[config.mk]
export PLATFORM = sky130hd
export DESIGN_NAME = mc_controller
export DESIGN_NICKNAME = d
export VERILOG_FILES = /design/src/rtl/mc_controller.sv
export SDC_FILE = /design/constraint.sdc
export NUM_CORES = 1
export LEC_CHECK = 0
export CORE_ASPECT_RATIO = 0.9
export CORE_MARGIN = 10
export CORE_UTILIZATION = 38
export CTS_CLUSTER_DIAMETER = 60
export DETAILED_ROUTE_END_ITERATION = 10
export GPL_ROUTABILITY_DRIVEN = 0
export PLACE_DENSITY = 0.93
export SETUP_SLACK_MARGIN = 0.3
export SLEW_MARGIN = 40
export SYNTH_ARGS = -nofsm -noshare
export SYNTH_HDL_FRONTEND = slang
export SYNTH_SLANG_ARGS = --single-unit
[constraint.sdc]
create_clock -name clk -period 4.25 [get_ports clk]
set_input_delay 1.275 -clock clk [delete_from_list [all_inputs] [get_ports clk]]
set_output_delay 1.275 -clock clk [all_outputs]
set_load 0.02 [all_outputs]
[src/rtl/mc_controller.sv]
// Multi-cycle MIPS control unit: Moore FSM with embedded ALU decoder,
// memory ready handshake and illegal-instruction flagging.
module mc_controller #(
    parameter int unsigned ALUC_W        = 3,
    parameter bit          IMM_LOGIC     = 1'b1,
    parameter bit          MEM_HANDSHAKE = 1'b1
) (
    input  logic              clk,
    input  logic              rst,
    input  logic [31:0]       instruction,
    input  logic              zero,
    input  logic              mem_ready,
    output logic              memen,
    output logic              memwrite,
    output logic              iord,
    output logic              irwrite,
    output logic              pcwrite,
    output logic              branch,
    output logic              pcen,
    output logic [1:0]        pcsrc,
    output logic              alusrca,
    output logic [1:0]        alusrcb,
    output logic              extop,
    output logic [ALUC_W-1:0] alucontrol,
    output logic              regdst,
    output logic              memtoreg,
    output logic              regwrite,
    output logic              illegal,
    output logic [3:0]        state_o
);

    typedef enum logic [3:0] {
        S_FETCH  = 4'd0,
        S_DECODE = 4'd1,
        S_MEMADR = 4'd2,
        S_MEMRD  = 4'd3,
        S_MEMWB  = 4'd4,
        S_MEMWR  = 4'd5,
        S_REX    = 4'd6,
        S_ALUWB  = 4'd7,
        S_BEQ    = 4'd8,
        S_IMMEX  = 4'd9,
        S_IMMWB  = 4'd10,
        S_JUMP   = 4'd11
    } state_e;

    localparam logic [5:0] OP_RTYPE = 6'b000000;
    localparam logic [5:0] OP_LW    = 6'b100011;
    localparam logic [5:0] OP_SW    = 6'b101011;
    localparam logic [5:0] OP_BEQ   = 6'b000100;
    localparam logic [5:0] OP_ADDI  = 6'b001000;
    localparam logic [5:0] OP_ANDI  = 6'b001100;
    localparam logic [5:0] OP_ORI   = 6'b001101;
    localparam logic [5:0] OP_J     = 6'b000010;

    localparam logic [5:0] FN_ADD = 6'b100000;
    localparam logic [5:0] FN_SUB = 6'b100010;
    localparam logic [5:0] FN_AND = 6'b100100;
    localparam logic [5:0] FN_OR  = 6'b100101;
    localparam logic [5:0] FN_SLT = 6'b101010;

    localparam logic [2:0] ALU_AND = 3'b000;
    localparam logic [2:0] ALU_OR  = 3'b001;
    localparam logic [2:0] ALU_ADD = 3'b010;
    localparam logic [2:0] ALU_SUB = 3'b110;
    localparam logic [2:0] ALU_SLT = 3'b111;

    state_e     state_q, state_d;
    logic [5:0] op;
    logic [5:0] funct;
    logic       rdy;
    logic       funct_ok;
    logic [2:0] funct_alu;
    logic [2:0] aluc;
    logic       unused_instr;

    assign op           = instruction[31:26];
    assign funct        = instruction[5:0];
    assign rdy          = MEM_HANDSHAKE ? mem_ready : 1'b1;
    assign unused_instr = ^instruction[25:6];

    always_comb begin
        funct_ok  = 1'b1;
        funct_alu = ALU_ADD;
        case (funct)
            FN_ADD:  funct_alu = ALU_ADD;
            FN_SUB:  funct_alu = ALU_SUB;
            FN_AND:  funct_alu = ALU_AND;
            FN_OR:   funct_alu = ALU_OR;
            FN_SLT:  funct_alu = ALU_SLT;
            default: funct_ok  = 1'b0;
        endcase
    end

    always_ff @(posedge clk) begin
        if (rst) begin
            state_q <= S_FETCH;
        end else begin
            state_q <= state_d;
        end
    end

    always_comb begin
        state_d  = S_FETCH;
        memen    = 1'b0;
        memwrite = 1'b0;
        iord     = 1'b0;
        irwrite  = 1'b0;
        pcwrite  = 1'b0;
        branch   = 1'b0;
        pcsrc    = 2'b00;
        alusrca  = 1'b0;
        alusrcb  = 2'b00;
        extop    = 1'b0;
        aluc     = ALU_AND;
        regdst   = 1'b0;
        memtoreg = 1'b0;
        regwrite = 1'b0;
        illegal  = 1'b0;

        case (state_q)
            S_FETCH: begin
                memen   = 1'b1;
                alusrcb = 2'b01;
                aluc    = ALU_ADD;
                if (rdy) begin
                    irwrite = 1'b1;
                    pcwrite = 1'b1;
                    state_d = S_DECODE;
                end else begin
                    state_d = S_FETCH;
                end
            end
            S_DECODE: begin
                alusrcb = 2'b11;
                aluc    = ALU_ADD;
                case (op)
                    OP_LW, OP_SW: state_d = S_MEMADR;
                    OP_RTYPE: begin
                        if (funct_ok) state_d = S_REX;
                        else          illegal = 1'b1;
                    end
                    OP_BEQ:  state_d = S_BEQ;
                    OP_ADDI: state_d = S_IMMEX;
                    OP_ANDI, OP_ORI: begin
                        if (IMM_LOGIC) state_d = S_IMMEX;
                        else           illegal = 1'b1;
                    end
                    OP_J:    state_d = S_JUMP;
                    default: illegal = 1'b1;
                endcase
            end
            S_MEMADR: begin
                alusrca = 1'b1;
                alusrcb = 2'b10;
                aluc    = ALU_ADD;
                if (op == OP_LW)      state_d = S_MEMRD;
                else if (op == OP_SW) state_d = S_MEMWR;
            end
            S_MEMRD: begin
                memen   = 1'b1;
                iord    = 1'b1;
                state_d = rdy ? S_MEMWB : S_MEMRD;
            end
            S_MEMWB: begin
                memtoreg = 1'b1;
                regwrite = 1'b1;
            end
            S_MEMWR: begin
                memen    = 1'b1;
                memwrite = 1'b1;
                iord     = 1'b1;
                state_d  = rdy ? S_FETCH : S_MEMWR;
            end
            S_REX: begin
                alusrca = 1'b1;
                aluc    = funct_alu;
                state_d = S_ALUWB;
            end
            S_ALUWB: begin
                regdst   = 1'b1;
                regwrite = 1'b1;
            end
            S_BEQ: begin
                alusrca = 1'b1;
                aluc    = ALU_SUB;
                branch  = 1'b1;
                pcsrc   = 2'b01;
            end
            S_IMMEX, S_IMMWB: begin
                // IMMWB keeps the IMMEX ALU setup so ALUOut sees no glitch
                if (IMM_LOGIC && op == OP_ANDI) begin
                    aluc  = ALU_AND;
                    extop = 1'b1;
                end else if (IMM_LOGIC && op == OP_ORI) begin
                    aluc  = ALU_OR;
                    extop = 1'b1;
                end else begin
                    aluc  = ALU_ADD;
                end
                if (state_q == S_IMMEX) begin
                    alusrca = 1'b1;
                    alusrcb = 2'b10;
                    state_d = S_IMMWB;
                end else begin
                    regwrite = 1'b1;
                end
            end
            S_JUMP: begin
                pcsrc   = 2'b10;
                pcwrite = 1'b1;
            end
            default: state_d = S_FETCH;
        endcase

        pcen       = pcwrite | (branch & zero);
        alucontrol = '0;
        alucontrol[2:0] = aluc;
        state_o    = state_q;

        // Reset blanks every output in the same cycle, even mid-access
        if (rst) begin
            memen      = 1'b0;
            memwrite   = 1'b0;
            iord       = 1'b0;
            irwrite    = 1'b0;
            pcwrite    = 1'b0;
            branch     = 1'b0;
            pcen       = 1'b0;
            pcsrc      = 2'b00;
            alusrca    = 1'b0;
            alusrcb    = 2'b00;
            extop      = 1'b0;
            alucontrol = '0;
            regdst     = 1'b0;
            memtoreg   = 1'b0;
            regwrite   = 1'b0;
            illegal    = 1'b0;
            state_o    = '0;
        end
    end

endmodule

==> results_dict.tcl <==
set metrics [dict create \
    max_freq_mhz 251 \
    r2r-start "state_q[1]" \
    place_area_mm2 0.00142 \
    dp_cells 215 \
    largest_reg_flops 4 \
    crit_type "in -> out" \
    stdcell_area_mm2 0.00150 \
    die_x_um 69.8 \
    first_pass_iters 4 \
    syn_inst 134 \
    worst_slew_pin_slew_ns 0.712 \
    critPathRequiredTime_ns 2.97 \
    postRouteAntennaNets 0 \
    max_cap_violations 0 \
    ys_types 43 \
    largest_register "state_q" \
    startpoint "instruction[5]" \
    cts-root-buf "clkbuf_4" \
    cp-end-kind "output pin" \
    synth_nets 170 \
    async_reset_ff_share_pct 0 \
    synth_common_cells "nor2_1 (20), nand2_1 (10), nor3_1 (8)" \
    overflow 0 \
    synth_top_cell_by_area "dfxtp_1" \
    ioPinCount 60 \
    synth_edf_count 0 \
    clockBufferDepth 2 \
    cp_max_fo 3 \
    ir_drop_mv 0.111 \
    slew_viol_final 0 \
    skew_ns 0.000212 \
    finalCritPeriodShare_pct 93.9 \
    crit_arrival_ns 2.71 \
    yosysMostFrequentCell "nor2_1" \
    wl_per_cell_um 15.8 \
    syn_area_um2 850 \
    hold_viol_final 0 \
    grt_max_degree 25 \
    fin_cells 219 \
    rsz0062_at_grt "true" \
    fin_nets 230 \
    setup_violations 0 \
    ys.flop_type "dfxtp_1" \
    wirelength_mm 3.47 \
    hp-start "state_q[2]" \
    synth_top_area_share_pct 9.43 \
    biggestRegsByFlops "state_q: 4 flops" \
    rows 16 \
    grt_first_pass_wirelength_mm 5.43 \
    grt.total_usage_pct 13.6 \
    grt_pass1_vias 1232 \
    port_buffers 39 \
    die_h_um 64.9 \
    antenna_found_initial 0 \
    dp.final_hpwl_mm 2.63 \
    status "completed" \
    vias 1256 \
    yosysWarnings 0 \
    seq_area_frac_synth_pct 9.43 \
    diodes 0 \
    p_leak_nw 0.723 \
    cts_tree "done" \
    drive_gt1_share_pct 29.2 \
    power_density_mw_per_mm2 117 \
    synth_area_leaders "dfxtp_1 (9.4%), nor2_1 (8.8%), nor3_1 (4.7%)" \
    avgViaCountPerCell 5.74 \
    clk_pin_slew_worst_paths_ns 0.04 \
    synth_seq_cells 4 \
    slew-limit-headroom_pct 52.5 \
    period_minus_slack_ns 3.99 \
    hold_path_class "reg -> reg" \
    startpoint_type "input port" \
    initial_core_util_pct 39.3 \
    cts_buffers 3 \
    dieArea_mm2 0.00453 \
    drt_iter0_drc 127 \
    post-route-util_pct 69.2 \
    area_delta_synth_final_pct 76.0 \
    avgSynthCellArea_um2 6.34 \
    clock_sinks 4 \
    fin_hold_ws_ns 0.737 \
    core-area_mm2 0.00216 \
    clk_latency_ns 0.23 \
    ctsHtreeMaxLevel 1 \
    drc 0 \
]
## layout make-up
| cell class | instances | area [µm²] |
|---|---|---|
| Fill cell | 162 | 667 |
| Multi-Input combinational cell | 111 | 743 |
| Clock buffer | 3 | 22.5 |
| Tap cell | 27 | 33.8 |
| Inverter | 8 | 30.0 |
| Sequential cell | 4 | 80.1 |
| Timing Repair Buffer | 66 | 586 |
## stage by stage
stage	total power (W)	TNS (ns)	setup WS, ns
final	0.000174	0	0.261
after floorplan	0.0000772	0	0.377
after global routing	0.000186	0	0.239
after global placement	0.000125	-0.781	-0.227
after CTS	0.000175	0	0.0554
after detailed placement	0.000128	-1.01	-0.233
## timing repair
| item | in CTS | in global routing |
|---|---|---|
| hold buffers | 0 | 0 |
| gates resized for setup | 56 | 21 |
| buffers inserted | 0 | 1 |
| pin swaps | 1 | 4 |
| cloned | 0 | 0 |
| setup endpoints to repair | 23 | 13 |
## layer usage
metal  vias to the layer above  wire length (µm)  track usage (%)
li1                        607                 -                -
met1                       593              1450             15.3
met2                        54              1770             24.5
met3                         2               222             3.20
met4                         0                23             4.68
met5                         -                 0                0
## layout by cell type, fill, tap and decap left out, drive strengths merged, types with 6 or more instances in the layout
cell / count
a21oi: 7
nand2: 10
dlymetal6s2s: 9
nor3: 9
inv: 7
nor2: 20
dlygate4sd2: 14
buf: 32
clkdlybuf4s50: 6
## critical path, stage by stage
cell             delay, ns
clkdlybuf4s50_1       0.50
nand2b_4              0.07
or4_4                 0.52
and3_4                0.19
buf_4                 0.15
## report_power, final
group          switching [W]  total (W)  internal (W)  leakage, nW
Clock              0.0000135  0.0000449     0.0000315       0.0138
Sequential        0.00000303  0.0000415     0.0000385       0.0325
Combinational      0.0000432  0.0000878     0.0000446        0.676
## worst paths after layout
kind / end / slack (ns) / depth (start not counted)
min reg2reg: state_q[3] / 0.74 / 2
max: illegal / 0.26 / 5
max reg2reg: state_q[0] / 2.18 / 5
min: state_q[3] / 0.74 / 2
## cell families (layout without fill, tap and decap cells)
| family | after synthesis | count (layout) | synth area share (%) |
|---|---|---|---|
| fa+ha+maj | 1 | 1 | 1.18 |
| xor+xnor | 1 | 1 | 1.03 |
| simple gates | 69 | 69 | 43.0 |
| compound gates | 38 | 38 | 32.7 |
| mux | 2 | 2 | 2.36 |
| buf+inv | 19 | 77 | 10.3 |
| flops | 4 | 4 | 9.43 |
No activity file was read; power rests on OpenSTA's default activity.
